`config.mk`:
```
export PLATFORM = sky130hd
export DESIGN_NAME = apb_slave_regfile
export DESIGN_NICKNAME = d
export VERILOG_FILES = /design/src/rtl/apb_slave_regfile.sv
export SDC_FILE = /design/constraint.sdc
export NUM_CORES = 1
export LEC_CHECK = 0
export CAP_MARGIN = 30
export CORE_AREA = 10 10 270 272
export CTS_BUF_LIST = sky130_fd_sc_hd__clkbuf_4
export DETAILED_ROUTE_END_ITERATION = 8
export DIE_AREA = 0 0 280 282
export PLACE_DENSITY = 0.67
export RECOVER_POWER = 100
export SLEW_MARGIN = 40
export SYNTH_ARGS = -nofsm -noshare
export SYNTH_HDL_FRONTEND = slang
export SYNTH_SLANG_ARGS = --single-unit
```
`constraint.sdc`:
```
create_clock -name clk -period 4.9 [get_ports clk]
set_clock_uncertainty 0.15 [all_clocks]
set_input_delay 0.98 -clock clk [delete_from_list [all_inputs] [get_ports clk]]
set_output_delay 0.98 -clock clk [all_outputs]
set_load 0.01 [all_outputs]
```
`src/rtl/apb_slave_regfile.sv`:
```
`default_nettype none
// ============================================================================
// Module   : apb_slave_regfile
// Purpose  : Parametrised APB slave register file with programmable wait
//            states, byte write strobes, error response and a read-only
//            register region fed from hardware.
// Revision : 1.0 - initial release
// ----------------------------------------------------------------------------
// Ports
//   clk      in   bus clock, rising edge active
//   rst      in   asynchronous active-low reset
//   p_sel    in   slave select
//   p_en     in   access-phase enable
//   p_write  in   1 = write, 0 = read
//   addr     in   [AWIDTH]        byte address
//   wdata    in   [DWIDTH]        write data
//   p_strb   in   [DWIDTH/8]      byte write strobes
//   rdata    out  [DWIDTH]        read data (valid in ready cycle of a read)
//   p_ready  out  transfer complete
//   p_slverr out  error response (qualified by p_ready)
//   ro_in    in   [(DEPTH-RO_BASE)*DWIDTH]  values of the read-only registers
//   reg_q    out  [DEPTH*DWIDTH]  flattened register contents
// ============================================================================
module apb_slave_regfile #(
  parameter int                AWIDTH      = 8,
  parameter int                DWIDTH      = 32,
  parameter int                DEPTH       = 16,
  parameter int                RO_BASE     = 12,
  parameter int                WAIT_STATES = 0,
  parameter logic [DWIDTH-1:0] RST_VAL     = '0
) (
  input  logic                                clk,
  input  logic                                rst,
  input  logic                                p_sel,
  input  logic                                p_en,
  input  logic                                p_write,
  input  logic [AWIDTH-1:0]                   addr,
  input  logic [DWIDTH-1:0]                   wdata,
  input  logic [DWIDTH/8-1:0]                 p_strb,
  output logic [DWIDTH-1:0]                   rdata,
  output logic                                p_ready,
  output logic                                p_slverr,
  input  logic [(DEPTH-RO_BASE)*DWIDTH-1:0]   ro_in,
  output logic [DEPTH*DWIDTH-1:0]             reg_q
);

  localparam int                NB         = DWIDTH / 8;
  localparam int                OFFW       = $clog2(NB);
  localparam int                IW         = AWIDTH - OFFW;
  localparam logic [IW:0]       C_DEPTH    = (IW+1)'(DEPTH);
  localparam logic [IW:0]       C_RO_BASE  = (IW+1)'(RO_BASE);
  localparam logic [3:0]        C_WAIT     = 4'(WAIT_STATES);
  localparam logic [AWIDTH-1:0] C_OFF_MASK = AWIDTH'(NB - 1);

  // The setup phase is the cycle spent in IDLE while p_sel=1, p_en=0; the
  // capture happens on the setup->access edge, so an unwaited transfer
  // completes in two bus cycles.
  typedef enum logic [0:0] {
    ST_IDLE   = 1'b0,
    ST_ACCESS = 1'b1
  } state_t;

  state_t              state_q, state_d;
  logic [3:0]          cnt_q, cnt_d;
  logic [AWIDTH-1:0]   addr_q, addr_d;
  logic                write_q, write_d;
  logic [DWIDTH-1:0]   wdata_q, wdata_d;
  logic [NB-1:0]       strb_q, strb_d;
  logic [DWIDTH-1:0]   rdata_q, rdata_d;

  logic [IW:0]         w_idx_q;      // index of the captured transfer
  logic [IW:0]         w_idx_d;      // index of the transfer about to be ready
  logic                w_err;
  logic                w_rd_err_d;
  logic                w_commit;
  logic [DWIDTH-1:0]   w_rd_word;

  assign w_idx_q = {1'b0, addr_q[AWIDTH-1:OFFW]};
  assign w_idx_d = {1'b0, addr_d[AWIDTH-1:OFFW]};

  assign w_err = (w_idx_q >= C_DEPTH) || (|(addr_q & C_OFF_MASK)) ||
                 (write_q && (w_idx_q >= C_RO_BASE));

  assign p_ready  = rst && (state_q == ST_ACCESS) && p_sel && p_en && (cnt_q == 4'd0);
  assign p_slverr = p_ready && w_err;
  assign w_commit = p_ready && write_q && !w_err;
  assign rdata    = rdata_q;

  // Next-state, capture and read-data selection
  always_comb begin
    state_d    = state_q;
    cnt_d      = cnt_q;
    addr_d     = addr_q;
    write_d    = write_q;
    wdata_d    = wdata_q;
    strb_d     = strb_q;
    rdata_d    = rdata_q;
    w_rd_word  = '0;
    w_rd_err_d = 1'b0;

    case (state_q)
      ST_IDLE: begin
        // p_en without a preceding setup phase is ignored here.
        if (p_sel && !p_en) begin
          state_d = ST_ACCESS;
          cnt_d   = C_WAIT;
          addr_d  = addr;
          write_d = p_write;
          wdata_d = wdata;
          strb_d  = p_strb;
        end
      end
      ST_ACCESS: begin
        if (!(p_sel && p_en)) begin
          state_d = ST_IDLE;      // protocol violation: abandon the transfer
          cnt_d   = 4'd0;
        end else if (cnt_q != 4'd0) begin
          cnt_d   = cnt_q - 4'd1;
        end else begin
          state_d = ST_IDLE;      // next setup phase is recognised from IDLE
        end
      end
      default: begin
        state_d = ST_IDLE;
        cnt_d   = 4'd0;
      end
    endcase

    // rdata is loaded on the edge that enters the ready cycle of a read, so
    // the address used is the one that will be held during that cycle.
    for (int i = 0; i < DEPTH; i++) begin
      if (w_idx_d == (IW+1)'(i)) w_rd_word = reg_q[i*DWIDTH +: DWIDTH];
    end
    w_rd_err_d = (w_idx_d >= C_DEPTH) || (|(addr_d & C_OFF_MASK));
    if ((state_d == ST_ACCESS) && (cnt_d == 4'd0) && !write_d) begin
      rdata_d = w_rd_err_d ? '0 : w_rd_word;
    end
  end

  always_ff @(posedge clk or negedge rst) begin
    if (!rst) begin
      state_q <= ST_IDLE;
      cnt_q   <= 4'd0;
      addr_q  <= '0;
      write_q <= 1'b0;
      wdata_q <= '0;
      strb_q  <= '0;
      rdata_q <= '0;
    end else begin
      state_q <= state_d;
      cnt_q   <= cnt_d;
      addr_q  <= addr_d;
      write_q <= write_d;
      wdata_q <= wdata_d;
      strb_q  <= strb_d;
      rdata_q <= rdata_d;
    end
  end

  // Register storage for the R/W region; read-only slots mirror ro_in.
  for (genvar i = 0; i < DEPTH; i++) begin : g_reg
    if (i < RO_BASE) begin : g_rw
      logic [DWIDTH-1:0] word_q;
      always_ff @(posedge clk or negedge rst) begin
        if (!rst) begin
          word_q <= RST_VAL;
        end else if (w_commit && (w_idx_q == (IW+1)'(i))) begin
          for (int b = 0; b < NB; b++) begin
            if (strb_q[b]) word_q[b*8 +: 8] <= wdata_q[b*8 +: 8];
          end
        end
      end
      assign reg_q[i*DWIDTH +: DWIDTH] = word_q;
    end else begin : g_ro
      assign reg_q[i*DWIDTH +: DWIDTH] = ro_in[(i-RO_BASE)*DWIDTH +: DWIDTH];
    end
  end

endmodule
`default_nettype wire

```
==> metrics <==
maximum buffer depth of the clock tree=3; Die Ht=282 µm; Core Rows=96; total of warnings raised by yosys=0; Final TNS setup=0 ps; first-pass iteration count of the detailed router=8; cts hold-fix bufs=1; number of nets in the layout=2,981; global-route wire length before repair=185,000 µm; io pins=723; CP max FO=6; final hold violations=0; fraction of layout instances using a drive strength above 1=0.262; Cells after Synth=2,089; worst min-delay path category=in -> async; Worst-Skew Late Latency=1020 ps; clock-pin slew on the worst setup and hold paths=60 ps; WL per Instance=35.4 µm; area delta synth->final=40.7%; worst path arrival time=3500 ps; Synth Area in Compound Gates=0.147; critical path's top delay family=buffers and inverters; root buffer cell=clkbuf_4; most common flop cell mapped by yosys=dfrtp_1; Post-Synth Adder-Cell Area=0.000533; Peak VDD IR=0.182 mV; largest net degree at the start of global routing=135; Slew headroom=-1.25; crit path capture=p_slverr; Die W=280 µm; routability cong.=0.966; global route overflow=0; slew of the pin with the lowest slew margin=3380 ps; Post-Syn Nets=2,267; initial antenna violation count=14; Crit path largest cell delay=680 ps; share of the synthesized area in the top cell type=0.497; post_cts resized=0; FF-to-FF path depth=10; simple-gate share of the synthesized area=0.0956; Synth area leaders=dfrtp_1, mux2_2, buf_4, nand2_1, a221oi_1; DRT iter0 DRCs=2,420; Final period util=0.944; status=complete, but fails checks; Post-synth EDFFs=0; # Post-CTS Setup Buffers=0; CP startpoint=cnt_q[0]; area leader, netlist=dfrtp_1; CP bufs+invs=2; CTS buffer count=134; post-synthesis average cell area=11.2 µm²; final core occ=0.488; routed wire length=134,000 µm; worst r2r src=state_q; Cells after DPL=3,547; register area share after synthesis=0.497; total die area=0.0790 mm²; Highest Clock Rate=216 MHz; CTS tree=built; Leak Pwr=16.3 nW; final non-filler cell total=3,781; Reg2Reg Capture Point=rdata[29]; RSZ-0062 raised after global routing=no; initial cell density of the core=0.347; detailed placement HPWL=107,000 µm; Port Buf Inserts=722; Pins Over Slew Limit=242; antenna-violating nets left=0; DRC Markers=0; Clock Sinks=466; vias in the first global route=22,583; Synth cell types=80; Worst Setup End Kind=output pin; Placeable Area=0.0677 mm²; slowest CP cell=dlygate4sd3_1; critical path depth in cells=6; vias per cell=5.94; max-capacitance violation count=3; PD cells=270 mW/mm²; R2R setup slack=490 ps; post-synthesis mux area share=0.192; flops & latches, synth=466; H-tree depth=4; worst path required time=3770 ps; synthesized area=0.0235 mm²; CP Class=reg -> out; failing checks=capacitance limit, slew limit; Worst setup SP type=register; crit path cell chain=inv_1, ha_1, nor3b_1, and3_1, a21boi_0, dlygate4sd3_1; Period minus WS final=4630 ps; post-synthesis xor/xnor area fraction=0; main combinational cell family by area after synthesis=multiplexers; total track usage=0.329; Post-synth ARST share=1.00; Setup Viol. Count Final=0; vias=22,446
state kept, by name, summed over array words and instances, names as in the netlist:
signal         flops
g.g_rw.word_q    384
state_q            1
cnt_q              4
addr_q             8
write_q            1
strb_q             4
rdata             32
wdata_q           32
final cells by class:
type | count | area [µm²]
tap | 882 | 1100
inverter | 8 | 30.0
antenna | 10 | 25.0
clock buffer | 189 | 1420
multi-input combinational | 1348 | 10300
fill | 6299 | 34700
timing repair buffer | 845 | 8240
sequential | 466 | 11700
clock inverter | 33 | 218
synthesized netlist by cell type, types with 9 or more instances:
| master | instances |
|---|---|
| nor3_2 | 9 |
| buf_2 | 39 |
| nand3_1 | 22 |
| mux2_2 | 392 |
| a22o_1 | 29 |
| nand4_1 | 21 |
| clkbuf_1 | 80 |
| a221oi_1 | 56 |
| o211ai_1 | 9 |
| a222oi_1 | 12 |
| nor2_1 | 103 |
| dfrtp_1 | 466 |
| nand2_1 | 238 |
| o22a_1 | 12 |
| buf_1 | 10 |
| a221o_1 | 22 |
| or2_2 | 10 |
| o21ai_0 | 80 |
| nor3_1 | 25 |
| a211oi_1 | 13 |
| o22ai_1 | 51 |
| a21oi_1 | 50 |
| o221ai_1 | 11 |
| buf_4 | 135 |
| a22oi_1 | 52 |
cell usage in the layout (no fill, tap or decap), drive strengths merged, types with 52 or more instances in the layout:
master,synthesis,layout
a22oi,52,52
dfrtp,466,466
dlygate4sd3,0,548
nor2,104,104
buf,187,100
nand2,239,239
o21ai,83,83
o22ai,55,55
mux2,392,392
clkbuf,80,211
a221oi,61,61
clkdlybuf4s50,0,174
metal layers:
metal / vias to the layer above / wire length (µm) / share of wire / global-route usage
li1: 9217 / - / - / -
met1: 11661 / 52800 / 0.39 / 0.408
met2: 1338 / 63300 / 0.47 / 0.531
met3: 230 / 12700 / 0.094 / 0.0964
met4: 0 / 5140 / 0.038 / 0.137
met5: - / 0 / 0 / 0
power breakdown:
part           internal [W]  switching (W)
Clock               0.00184        0.00179
Sequential          0.00391       0.000305
Combinational      0.000418       0.000649
Total               0.00617        0.00274
through the flow:
step / hold WS, ps / setup WS, ps / instance area [µm²] / power (W)
6_report: 255 / 274 / 33000 / 0.00891
5_1_grt: 234 / 138 / 33000 / 0.00925
4_1_cts: 159 / 249 / 33100 / 0.00900
3_5_place_dp: 315 / 301 / 31500 / 0.00536
3_3_place_gp: 320 / 328 / 31300 / 0.00533
2_1_floorplan: 297 / 1700 / 23500 / 0.00458
kinds of logic (layout without fill, tap and decap cells):
group | Yosys count | in the layout
AOI/OAI and AO/OA | 466 | 466
adders and majority gates | 1 | 1
buffers and inverters | 275 | 1075
DFF | 466 | 466
muxes | 399 | 399
other | 0 | 10
and+or+nand+nor | 482 | 482
how the worst min path moves through the flow:
stage / from / endpoint / slack [ps] / cells past startpoint
final: rst / addr_q[1] / 260 / 2
after global routing: rst / addr_q[1] / 230 / 2
after CTS: rst / addr_q[1] / 160 / 2
after detailed placement: addr_q[1] / addr_q[1] / 320 / 2
after global placement: addr_q[1] / addr_q[1] / 320 / 2
after floorplan: addr_q[1] / addr_q[1] / 300 / 2
Note: power is estimated with default switching activity, not from simulation.
